[src/rtl/mcpu_ctrl_pkg.sv]
// Shared encodings for the multi-cycle MIPS control unit: FSM states,
// instruction opcode/funct fields, ALU function codes and datapath mux selects.
package mcpu_ctrl_pkg;

  typedef enum logic [2:0] {
    ST_IF  = 3'd0,
    ST_ID  = 3'd1,
    ST_EX  = 3'd2,
    ST_MEM = 3'd3,
    ST_WB  = 3'd4
  } state_e;

  // opcodes
  localparam logic [5:0] OP_RTYPE = 6'h00;
  localparam logic [5:0] OP_J     = 6'h02;
  localparam logic [5:0] OP_JAL   = 6'h03;
  localparam logic [5:0] OP_BEQ   = 6'h04;
  localparam logic [5:0] OP_BNE   = 6'h05;
  localparam logic [5:0] OP_ADDI  = 6'h08;
  localparam logic [5:0] OP_ADDIU = 6'h09;
  localparam logic [5:0] OP_SLTI  = 6'h0a;
  localparam logic [5:0] OP_SLTIU = 6'h0b;
  localparam logic [5:0] OP_ANDI  = 6'h0c;
  localparam logic [5:0] OP_ORI   = 6'h0d;
  localparam logic [5:0] OP_XORI  = 6'h0e;
  localparam logic [5:0] OP_LUI   = 6'h0f;
  localparam logic [5:0] OP_LW    = 6'h23;
  localparam logic [5:0] OP_SW    = 6'h2b;

  // R-type funct codes
  localparam logic [5:0] FN_SLL  = 6'h00;
  localparam logic [5:0] FN_SRL  = 6'h02;
  localparam logic [5:0] FN_SRA  = 6'h03;
  localparam logic [5:0] FN_JR   = 6'h08;
  localparam logic [5:0] FN_JALR = 6'h09;
  localparam logic [5:0] FN_ADD  = 6'h20;
  localparam logic [5:0] FN_ADDU = 6'h21;
  localparam logic [5:0] FN_SUB  = 6'h22;
  localparam logic [5:0] FN_SUBU = 6'h23;
  localparam logic [5:0] FN_AND  = 6'h24;
  localparam logic [5:0] FN_OR   = 6'h25;
  localparam logic [5:0] FN_XOR  = 6'h26;
  localparam logic [5:0] FN_NOR  = 6'h27;
  localparam logic [5:0] FN_SLT  = 6'h2a;
  localparam logic [5:0] FN_SLTU = 6'h2b;

  // ALU function codes
  localparam logic [3:0] ALU_ADD  = 4'd0;
  localparam logic [3:0] ALU_SUB  = 4'd1;
  localparam logic [3:0] ALU_AND  = 4'd2;
  localparam logic [3:0] ALU_OR   = 4'd3;
  localparam logic [3:0] ALU_XOR  = 4'd4;
  localparam logic [3:0] ALU_NOR  = 4'd5;
  localparam logic [3:0] ALU_SLT  = 4'd6;
  localparam logic [3:0] ALU_SLTU = 4'd7;
  localparam logic [3:0] ALU_SLL  = 4'd8;
  localparam logic [3:0] ALU_SRL  = 4'd9;
  localparam logic [3:0] ALU_SRA  = 4'd10;
  localparam logic [3:0] ALU_ADDU = 4'd11;
  localparam logic [3:0] ALU_SUBU = 4'd12;

  // datapath mux selects
  localparam logic       IORD_PC      = 1'b0;
  localparam logic       IORD_ALUOUT  = 1'b1;
  localparam logic [1:0] M2R_ALUOUT   = 2'd0;
  localparam logic [1:0] M2R_MDR      = 2'd1;
  localparam logic [1:0] M2R_PC       = 2'd2;
  localparam logic [1:0] RDST_RT      = 2'd0;
  localparam logic [1:0] RDST_RD      = 2'd1;
  localparam logic [1:0] RDST_RA      = 2'd2;
  localparam logic [1:0] SRCA_PC      = 2'd0;
  localparam logic [1:0] SRCA_RS      = 2'd1;
  localparam logic [1:0] SRCA_SHAMT   = 2'd2;
  localparam logic [1:0] SRCB_RT      = 2'd0;
  localparam logic [1:0] SRCB_FOUR    = 2'd1;
  localparam logic [1:0] SRCB_IMM     = 2'd2;
  localparam logic [1:0] SRCB_IMM_SH2 = 2'd3;
  localparam logic [1:0] PCSRC_ALU    = 2'd0;
  localparam logic [1:0] PCSRC_ALUOUT = 2'd1;
  localparam logic [1:0] PCSRC_JUMP   = 2'd2;
  localparam logic [1:0] PCSRC_RS     = 2'd3;

endpackage

[src/rtl/multi_cycle_controller_alu_op_decoder.sv]
// Maps {opcode, funct} to the ALU function used in EX and flags encodings
// the controller does not support.
module alu_op_decoder
  import mcpu_ctrl_pkg::*;
(
  input  logic [5:0] opcode,
  input  logic [5:0] funct,
  output logic [3:0] alu_op,
  output logic       legal
);

  // pure lookup; jumps and memory ops use ADD so the value is defined everywhere
  always_comb begin
    alu_op = ALU_ADD;
    legal  = 1'b1;
    case (opcode)
      OP_RTYPE: begin
        case (funct)
          FN_SLL:          alu_op = ALU_SLL;
          FN_SRL:          alu_op = ALU_SRL;
          FN_SRA:          alu_op = ALU_SRA;
          FN_JR, FN_JALR:  alu_op = ALU_ADD;
          FN_ADD:          alu_op = ALU_ADD;
          FN_ADDU:         alu_op = ALU_ADDU;
          FN_SUB:          alu_op = ALU_SUB;
          FN_SUBU:         alu_op = ALU_SUBU;
          FN_AND:          alu_op = ALU_AND;
          FN_OR:           alu_op = ALU_OR;
          FN_XOR:          alu_op = ALU_XOR;
          FN_NOR:          alu_op = ALU_NOR;
          FN_SLT:          alu_op = ALU_SLT;
          FN_SLTU:         alu_op = ALU_SLTU;
          default:         legal  = 1'b0;
        endcase
      end
      OP_J, OP_JAL, OP_ADDI, OP_LUI, OP_LW, OP_SW: alu_op = ALU_ADD;
      OP_BEQ, OP_BNE: alu_op = ALU_SUB;
      OP_ADDIU:       alu_op = ALU_ADDU;
      OP_SLTI:        alu_op = ALU_SLT;
      OP_SLTIU:       alu_op = ALU_SLTU;
      OP_ANDI:        alu_op = ALU_AND;
      OP_ORI:         alu_op = ALU_OR;
      OP_XORI:        alu_op = ALU_XOR;
      default:        legal  = 1'b0;
    endcase
  end

endmodule

[src/rtl/multi_cycle_controller.sv]
// Multi-cycle MIPS control unit: owns the instruction register and sequences
// IF/ID/EX/MEM/WB, driving every datapath control combinationally from the
// current state and IR.
//
// state | meaning
// ------+---------------------------------------------------------------
// IF    | read memory at PC, load IR, PC <= PC+4
// ID    | branch target to ALUOut; jumps, jr/jalr and illegal words finish here
// EX    | ALU operation, address calc, or branch compare (branches finish)
// MEM   | lw read / sw write at ALUOut (sw finishes)
// WB    | register file write for lw, R-type and I-type ALU
module multi_cycle_controller
  import mcpu_ctrl_pkg::*;
(
  input  logic        clk,
  input  logic        reset,
  input  logic [31:0] Mem_data,
  output logic [31:0] Instruction,
  output logic        PCWrite,
  output logic        PCWriteCond,
  output logic        BranchNe,
  output logic        IorD,
  output logic        MemRead,
  output logic        MemWrite,
  output logic        IRWrite,
  output logic [1:0]  MemtoReg,
  output logic [1:0]  RegDst,
  output logic        RegWrite,
  output logic        ExtOp,
  output logic        LuiOp,
  output logic [1:0]  ALUSrcA,
  output logic [1:0]  ALUSrcB,
  output logic [3:0]  ALUOp,
  output logic [1:0]  PCSource,
  output logic        Illegal,
  output logic [2:0]  State
);

  state_e      state_q;
  logic [31:0] ir_q;

  logic [5:0] opcode;
  logic [5:0] funct;
  logic [3:0] dec_alu_op;
  logic       dec_legal;

  logic is_rtype, is_jr, is_jalr, is_j, is_jal, is_branch;
  logic is_lw, is_sw, is_ialu, is_ialu_sext, is_lui, is_shift;
  logic id_done;

  assign opcode = ir_q[31:26];
  assign funct  = ir_q[5:0];

  alu_op_decoder u_alu_op_decoder (
    .opcode (opcode),
    .funct  (funct),
    .alu_op (dec_alu_op),
    .legal  (dec_legal)
  );

  assign is_rtype     = (opcode == OP_RTYPE);
  assign is_jr        = is_rtype && (funct == FN_JR);
  assign is_jalr      = is_rtype && (funct == FN_JALR);
  assign is_shift     = is_rtype && (funct == FN_SLL || funct == FN_SRL || funct == FN_SRA);
  assign is_j         = (opcode == OP_J);
  assign is_jal       = (opcode == OP_JAL);
  assign is_branch    = (opcode == OP_BEQ) || (opcode == OP_BNE);
  assign is_lw        = (opcode == OP_LW);
  assign is_sw        = (opcode == OP_SW);
  assign is_ialu      = (opcode >= OP_ADDI) && (opcode <= OP_LUI);
  assign is_ialu_sext = (opcode >= OP_ADDI) && (opcode <= OP_SLTIU);
  assign is_lui       = (opcode == OP_LUI);
  // illegal words retire in ID alongside the jumps so nothing past decode fires
  assign id_done      = is_j || is_jal || is_jr || is_jalr || !dec_legal;

  // state register and IR; reset aborts whatever instruction is in flight
  always_ff @(posedge clk) begin
    if (!reset) begin
      state_q <= ST_IF;
      ir_q    <= '0;
    end else begin
      case (state_q)
        ST_IF: begin
          ir_q    <= Mem_data;
          state_q <= ST_ID;
        end
        ST_ID:   state_q <= id_done ? ST_IF : ST_EX;
        ST_EX: begin
          if (is_lw || is_sw)  state_q <= ST_MEM;
          else if (is_branch)  state_q <= ST_IF;
          else                 state_q <= ST_WB;
        end
        ST_MEM:  state_q <= is_lw ? ST_WB : ST_IF;
        ST_WB:   state_q <= ST_IF;
        default: state_q <= ST_IF;
      endcase
    end
  end

  // datapath controls decoded from state and IR, all held at 0 while in reset
  always_comb begin
    PCWrite     = 1'b0;
    PCWriteCond = 1'b0;
    BranchNe    = 1'b0;
    IorD        = IORD_PC;
    MemRead     = 1'b0;
    MemWrite    = 1'b0;
    IRWrite     = 1'b0;
    MemtoReg    = M2R_ALUOUT;
    RegDst      = RDST_RT;
    RegWrite    = 1'b0;
    ExtOp       = 1'b0;
    LuiOp       = 1'b0;
    ALUSrcA     = SRCA_PC;
    ALUSrcB     = SRCB_RT;
    ALUOp       = ALU_ADD;
    PCSource    = PCSRC_ALU;
    Illegal     = 1'b0;
    case (state_q)
      ST_IF: begin
        MemRead  = 1'b1;
        IRWrite  = 1'b1;
        ALUSrcB  = SRCB_FOUR;
        PCWrite  = 1'b1;
      end
      ST_ID: begin
        ALUSrcB = SRCB_IMM_SH2;
        ExtOp   = 1'b1;
        if (!dec_legal) begin
          Illegal = 1'b1;
        end else if (is_j || is_jal) begin
          PCWrite  = 1'b1;
          PCSource = PCSRC_JUMP;
          if (is_jal) begin
            RegWrite = 1'b1;
            RegDst   = RDST_RA;
            MemtoReg = M2R_PC;
          end
        end else if (is_jr || is_jalr) begin
          PCWrite  = 1'b1;
          PCSource = PCSRC_RS;
          if (is_jalr) begin
            RegWrite = 1'b1;
            RegDst   = RDST_RD;
            MemtoReg = M2R_PC;
          end
        end
      end
      ST_EX: begin
        if (is_rtype) begin
          ALUSrcA = is_shift ? SRCA_SHAMT : SRCA_RS;
          ALUSrcB = SRCB_RT;
          ALUOp   = dec_alu_op;
        end else if (is_ialu) begin
          // lui relies on rs=$0 so rs + (imm<<16) is the result
          ALUSrcA = SRCA_RS;
          ALUSrcB = SRCB_IMM;
          ExtOp   = is_ialu_sext;
          LuiOp   = is_lui;
          ALUOp   = dec_alu_op;
        end else if (is_lw || is_sw) begin
          ALUSrcA = SRCA_RS;
          ALUSrcB = SRCB_IMM;
          ExtOp   = 1'b1;
        end else if (is_branch) begin
          ALUSrcA     = SRCA_RS;
          ALUSrcB     = SRCB_RT;
          ALUOp       = ALU_SUB;
          PCWriteCond = 1'b1;
          PCSource    = PCSRC_ALUOUT;
          BranchNe    = (opcode == OP_BNE);
        end
      end
      ST_MEM: begin
        IorD     = IORD_ALUOUT;
        MemRead  = is_lw;
        MemWrite = is_sw;
      end
      ST_WB: begin
        RegWrite = 1'b1;
        if (is_lw)         MemtoReg = M2R_MDR;
        else if (is_rtype) RegDst   = RDST_RD;
      end
      default: ;
    endcase
    if (!reset) begin
      PCWrite     = 1'b0;
      PCWriteCond = 1'b0;
      BranchNe    = 1'b0;
      IorD        = IORD_PC;
      MemRead     = 1'b0;
      MemWrite    = 1'b0;
      IRWrite     = 1'b0;
      MemtoReg    = M2R_ALUOUT;
      RegDst      = RDST_RT;
      RegWrite    = 1'b0;
      ExtOp       = 1'b0;
      LuiOp       = 1'b0;
      ALUSrcA     = SRCA_PC;
      ALUSrcB     = SRCB_RT;
      ALUOp       = ALU_ADD;
      PCSource    = PCSRC_ALU;
      Illegal     = 1'b0;
    end
  end

  assign Instruction = ir_q;
  assign State       = state_q;

endmodule

[config.mk]
export PLATFORM = sky130hd
export DESIGN_NAME = multi_cycle_controller
export DESIGN_NICKNAME = d
export VERILOG_FILES = /design/src/rtl/mcpu_ctrl_pkg.sv /design/src/rtl/multi_cycle_controller_alu_op_decoder.sv /design/src/rtl/multi_cycle_controller.sv
export SDC_FILE = /design/constraint.sdc
export NUM_CORES = 1
export LEC_CHECK = 0
export ABC_AREA = 1
export CORE_AREA = 2 2 71 73
export CTS_CLUSTER_SIZE = 24
export DETAILED_ROUTE_END_ITERATION = 8
export DIE_AREA = 0 0 73 75
export PLACE_DENSITY = 0.82
export SLEW_MARGIN = 10
export SYNTH_ARGS = -nofsm -noshare
export SYNTH_HDL_FRONTEND = slang
export SYNTH_SLANG_ARGS = --single-unit
export TNS_END_PERCENT = 20
[constraint.sdc]
create_clock -name clk -period 3.2 [get_ports clk]
set_input_delay 0.64 -clock clk [delete_from_list [all_inputs] [get_ports clk]]
set_output_delay 0.64 -clock clk [all_outputs]
set_load 0.1 [all_outputs]
Word-level counts from Yosys, hierarchy flattened

Index checks and enable logic that the tools add are counted.

Register bits: 35
Input port bits: 34
Output and inout bits: 60
Logic and storage cells: 153

Order comparisons: 3
Equality and inequality tests: 32
Mux-type cells: 95
Reduce and logical (&&, ||, !) cells: 21

Operator list:

| cell                                                | number |
|---|---|
| == test 6 bit, second input constant                | 12 |
| == test 6 x 4 -> 1 bit, second input constant       | 10 |
| two-way mux 1 bit                                   | 54 |
| case mux 4 bit (12 select lines)                    | 1 |
| two-way mux 2 bit                                   | 22 |
| case mux 4 bit (8 select lines)                     | 1 |
| == test 6 x 2 -> 1 bit, second input constant       | 4 |
| two-way mux 4 bit                                   | 4 |
| OR reduction 15 bit                                 | 1 |
| OR reduction 14 bit                                 | 1 |
| == test 6 x 3 -> 1 bit, second input constant       | 2 |
| <= comparator 6 x 4 -> 1 bit, second input constant | 2 |
| logical NOT 6 bit                                   | 2 |
| case mux 2 bit (2 select lines)                     | 3 |
| case mux 3 bit (4 select lines)                     | 1 |
| case mux 1 bit (2 select lines)                     | 5 |
| logical OR 1 bit                                    | 9 |
| two-way mux 3 bit                                   | 3 |
| == test 3 x 2 -> 1 bit, second input constant       | 2 |
| >= comparator 6 x 4 -> 1 bit, second input constant | 1 |
| case mux 2 bit (3 select lines)                     | 1 |
| logical AND 1 bit                                   | 5 |
| == test 3 x 1 -> 1 bit, second input constant       | 1 |
| == test 3 bit, second input constant                | 1 |
| 3 further kinds                                     | 3 |

Logic depth before layout (Yosys ltp)

Word-level depth: 8
Depth in mapped cells: 11
Gate-level depth less buffers: 11

By module

From an unflattened synthesis, not the netlist that was laid out.

Cell total of the unflattened synthesis: 329
Area, all modules: 2040.7 um^2

By module, submodules not included:

| module                 | instances | cells each | area an instance (um^2) | seq. area each (um^2) |
|---|---|---|---|---|
| multi_cycle_controller | 1         | 236        | 1620.3                  | 700.7 |
| alu_op_decoder         | 1         | 93         | 420.4                   | 0.0 |

Worst setup path after synthesis

OpenSTA, ideal clock, no wires.

Path type: register to output
Start point: register state_q[1] (netlist: State[1])
End point: output LuiOp
Arrival: 4354 ps
Data required time: 2560 ps
Setup slack: -1794 ps
Stages on the path, launching flop included: 5
Path buffers: 0
Cells stage by stage: dfxtp_1 > nand3_1 > nor2_1 > nand2_1 > nor4_1

Cells in the longest elaborated chain, start to end: 3

Ends and longest elaborated chain:

| element                  | line                          | source |
|---|---|---|
| start: declaration       | multi_cycle_controller.sv:39  | `state_e state_q;` |
| start signal: assignment | multi_cycle_controller.sv:87  | `ST_ID: state_q <= id_done ? ST_IF : ST_EX;` |
| start signal: assignment | multi_cycle_controller.sv:93  | `ST_MEM: state_q <= is_lw ? ST_WB : ST_IF;` |
| == test 3 x 2 -> 1 bit   | multi_cycle_controller.sv:119 | `case (state_q)` |
| two-way mux 1 bit        | multi_cycle_controller.sv:119 |  |
| two-way mux 1 bit        | multi_cycle_controller.sv:186 | `if (!reset) begin` |
| end: declaration         | multi_cycle_controller.sv:30  | `output logic LuiOp,` |

No other way between the ends.

Worst setup path after layout

Start point: input reset
End point: output ALUOp[0]

Cells in the longest elaborated chain, start to end: 1

Ends and longest elaborated chain:

| element            | line                          | source |
|---|---|---|
| start: declaration | multi_cycle_controller.sv:16  | `input logic reset,` |
| two-way mux 4 bit  | multi_cycle_controller.sv:186 |  |
| end: declaration   | multi_cycle_controller.sv:33  | `output logic [3:0] ALUOp,` |

No other way between the ends.

==> flow_metrics.env <==
export IMPL_routed_via_density=5.194
export IMPL_numPortBuffers=93
export IMPL_pre_cts_slack_ns=0.2434
export IMPL_worst_slew_pin_slew_ns=0.4775
export IMPL_slew_limit_headroom_pct=67.93
export IMPL_antenna_found_initial=0
export IMPL_syn_area_per_cell_um2=6.571
export IMPL_post_cts_buffers=0
export IMPL_fin_tns_setup_ns=0
export IMPL_setup_viol=0
export IMPL_clkPwrFrac_pct=14.0
export IMPL_fp_row_count=25
export IMPL_post_cts_resized=0
export IMPL_dieHeight_um=75
export IMPL_yosysWarnings=0
export IMPL_synth_cell_types=32
export IMPL_num_io_pins=94
export IMPL_r2r_end="State[1]"
export IMPL_netlist_instances=310
export IMPL_dp_hpwl_um=4664
export IMPL_max_stage_delay_ns=0.49
export IMPL_synth_seq_cells=35
export IMPL_firstDrtPassIters=4
export IMPL_gr_usage_all_layers_pct=22.81
export IMPL_wire_per_inst_um=13.05
export IMPL_status="finished clean"
export IMPL_grt_max_degree=43
export IMPL_grt_remaining_overflow=0
export IMPL_cp_end_kind="output pin"
export IMPL_nets=437
export IMPL_clkLatencyLatePin_ns=0.29
export IMPL_internal_power_w=0.0009644
export IMPL_grt_pass1_wl_um=9936
export IMPL_gp_congestion=1.026
export IMPL_r2r_setup_slack_ns=1.49
export IMPL_cts_root_buffer="clkbuf_8"
export IMPL_htreeDepth=2
export IMPL_hold_class="flip-flop to flip-flop"
export IMPL_synthToLayoutAreaGrowth_pct=64.00
export IMPL_die_area_um2=5475
export IMPL_drive_above_1_share_pct=31.93
export IMPL_final_max_slew_viol_count=0
export IMPL_finalHoldViolCount=0
export IMPL_period_minus_slack_ns=2.990
export IMPL_yosysSeqAreaShare_pct=34.40
export IMPL_first_iter_violations=112
export IMPL_crit_buf_inv=5
export IMPL_cp_slowest_cell="clkdlybuf4s50_1"
export IMPL_combinationalPowerShare_pct=59.0
export IMPL_finClkSkew_ns=0.01261
export IMPL_maxCapViolCount=0
export IMPL_core_area_um2=4661
export IMPL_r2r_start="Instruction[26]"
export IMPL_cp_required_ns=2.56
export IMPL_cp_start_kind="input pin"
export IMPL_finalCritPeriodShare_pct=93.43
export IMPL_grt_pass1_vias=2166
export IMPL_p_sw_share_pct=55.72
export IMPL_clk_pin_slew_ns=0.07
export IMPL_peakVddDrop_mv=0.4488
export IMPL_cts_path_max_buffers=2
export IMPL_power_density_nw_per_um2=651.9
export IMPL_r2r_cells=8
export IMPL_crit_chain="clkdlybuf4s50_1 -> inv_2 -> nor2_1 -> inv_2 -> a21oi_1 -> o21ai_2 -> nand2_1 -> nand2_1 -> clkinvlp_4 -> buf_12"
export IMPL_clock_sinks=35
export IMPL_cts_buffers=5
export IMPL_crit_family="buffers and inverters"
export IMPL_hp_start="Instruction[12]"
export IMPL_p_leak_nw=1.514
export IMPL_syn_nets=344
export IMPL_power_switching_w=0.001213
export IMPL_max_freq_ghz=0.3345
export IMPL_drt_total_wl_um=5976
export IMPL_netlist_area_um2=2037
export IMPL_seq_power_share_pct=27.0
export IMPL_drc=0
export IMPL_hold_depth=2
export IMPL_critPathMaxFanout=8
export IMPL_drtAntennaViolNets=0
export IMPL_critPathKind="input pin to output pin"
export IMPL_holdPathEnd="Instruction[12]"
export IMPL_diodes=0
export IMPL_tritoncts="built"
export IMPL_fillCellCount=378
export IMPL_hold_buffers=0
export IMPL_rsz0062_at_grt="false"
export IMPL_hold_ws_ns=0.5214
export IMPL_vias=2379
export IMPL_initial_utilization_pct=43.70
export IMPL_fp_dieW_um=73
export IMPL_cp_arrival_ns=2.35
export IMPL_fin_ws_ns=0.2103
layout make-up:
class	instances	area, µm²	share of cell area [%]
timing repair buffer	96	1116	33.41
multi-input combinational	233	1240	37.12
inverter	32	128.9	3.858
tap	54	67.56	2.022
clock inverter	2	12.51	0.3745
sequential	35	703.2	21.05
clock buffer	6	72.57	2.172
how the worst max path moves through the flow:
stage | from | end | cells after the start
after floorplan | Instruction[3] | PCWrite | 6
after global placement | reset | ALUOp[0] | 10
after CTS | reset | ALUOp[0] | 10
final | reset | ALUOp[0] | 10
after detailed placement | reset | ALUOp[0] | 10
after global routing | reset | ALUOp[0] | 10
stage by stage:
stage               utilization (%)  cells  area (µm²)  power [W]
floorplan                         -    310        2112   0.001567
global placement              69.85    450        3256   0.001865
detailed placement            69.85    450        3256   0.001882
CTS                           71.68    458        3341   0.002188
global route                  71.68    458        3341   0.002283
finish                        71.68    458        3341   0.002178
synthesized netlist by cell type:
library cell,instances,area (µm²)
nor2_1,72,270.3
nand2_1,38,142.6
dfxtp_1,35,700.7
o21ai_0,29,145.1
a21oi_1,22,110.1
inv_1,17,63.81
nand3_1,16,80.08
inv_2,14,52.55
nor2_2,9,56.30
clkbuf_1,7,26.28
nand4_1,6,37.54
o21ai_1,6,30.03
nand2_2,4,25.02
nor2_4,4,45.04
nor3_1,4,20.02
nand3_2,3,30.03
nor3_2,3,30.03
a21oi_2,2,17.52
a31oi_1,2,12.51
buf_2,2,10.01
nand2_4,2,22.52
nor4_1,2,12.51
or2_1,2,12.51
a211oi_1,1,7.510
a21o_1,1,7.510
and2_1,1,6.260
buf_1,1,3.750
clkinv_4,1,8.760
nand3_4,1,17.52
nor3_4,1,16.27
o21a_1,1,7.510
o21ai_2,1,8.760
tightest hold or removal path, stage by stage, from the launching register on:
cell     delay (ns)
dfxtp_1        0.32
o21ai_0        0.08
nor2_1         0.08
power groups by stage:
stage,registers [W],clock network (W),logic [W]
after CTS,0.000587,0.000311,0.00129
final,0.000587,0.000305,0.00129
after detailed placement,0.000595,0,0.00129
after global routing,0.000597,0.000333,0.00135
after global placement,0.000593,0,0.00127
after floorplan,0.00110,0,0.000466
metal layers:
layer | vias to the layer above | GRT usage (%) | wire (µm)
li1 | 1202 | - | -
met5 | - | 0 | 0
met3 | 9 | 3.481 | 323
met4 | 0 | 7.613 | 96
met2 | 92 | 38.94 | 2967
met1 | 1076 | 29.52 | 2588
layout by cell type (no fill, tap or decap), types with 2 or more instances in the layout:
cell	count
nand2_4	2
nand2_2	4
buf_4	38
clkinvlp_4	2
o21ai_0	29
nand2_1	38
or2_1	2
inv_1	16
nor2_1	70
nand3_1	16
a21oi_2	7
nor2_2	10
inv_2	14
nand4_1	6
nor3_2	5
nor3_1	2
o21ai_1	6
nor4_4	2
dfxtp_2	2
clkdlybuf4s50_1	33
nor2_4	5
clkbuf_8	5
buf_12	25
a31oi_1	2
dfxtp_1	33
nand3_2	3
a21oi_1	17
state kept, by name (all words and copies together) (netlist names):
name         flops
Instruction     32
State            3
cells by family (layout without fill, tap and decap cells):
family | after synthesis | count (layout) | share of synthesized area [%]
DFF | 35 | 35 | 34.40
and+or+nand+nor | 168 | 168 | 40.48
buffers and inverters | 42 | 136 | 8.108
AOI/OAI and AO/OA | 65 | 65 | 17.02
No activity file was read; power rests on OpenSTA's default activity.
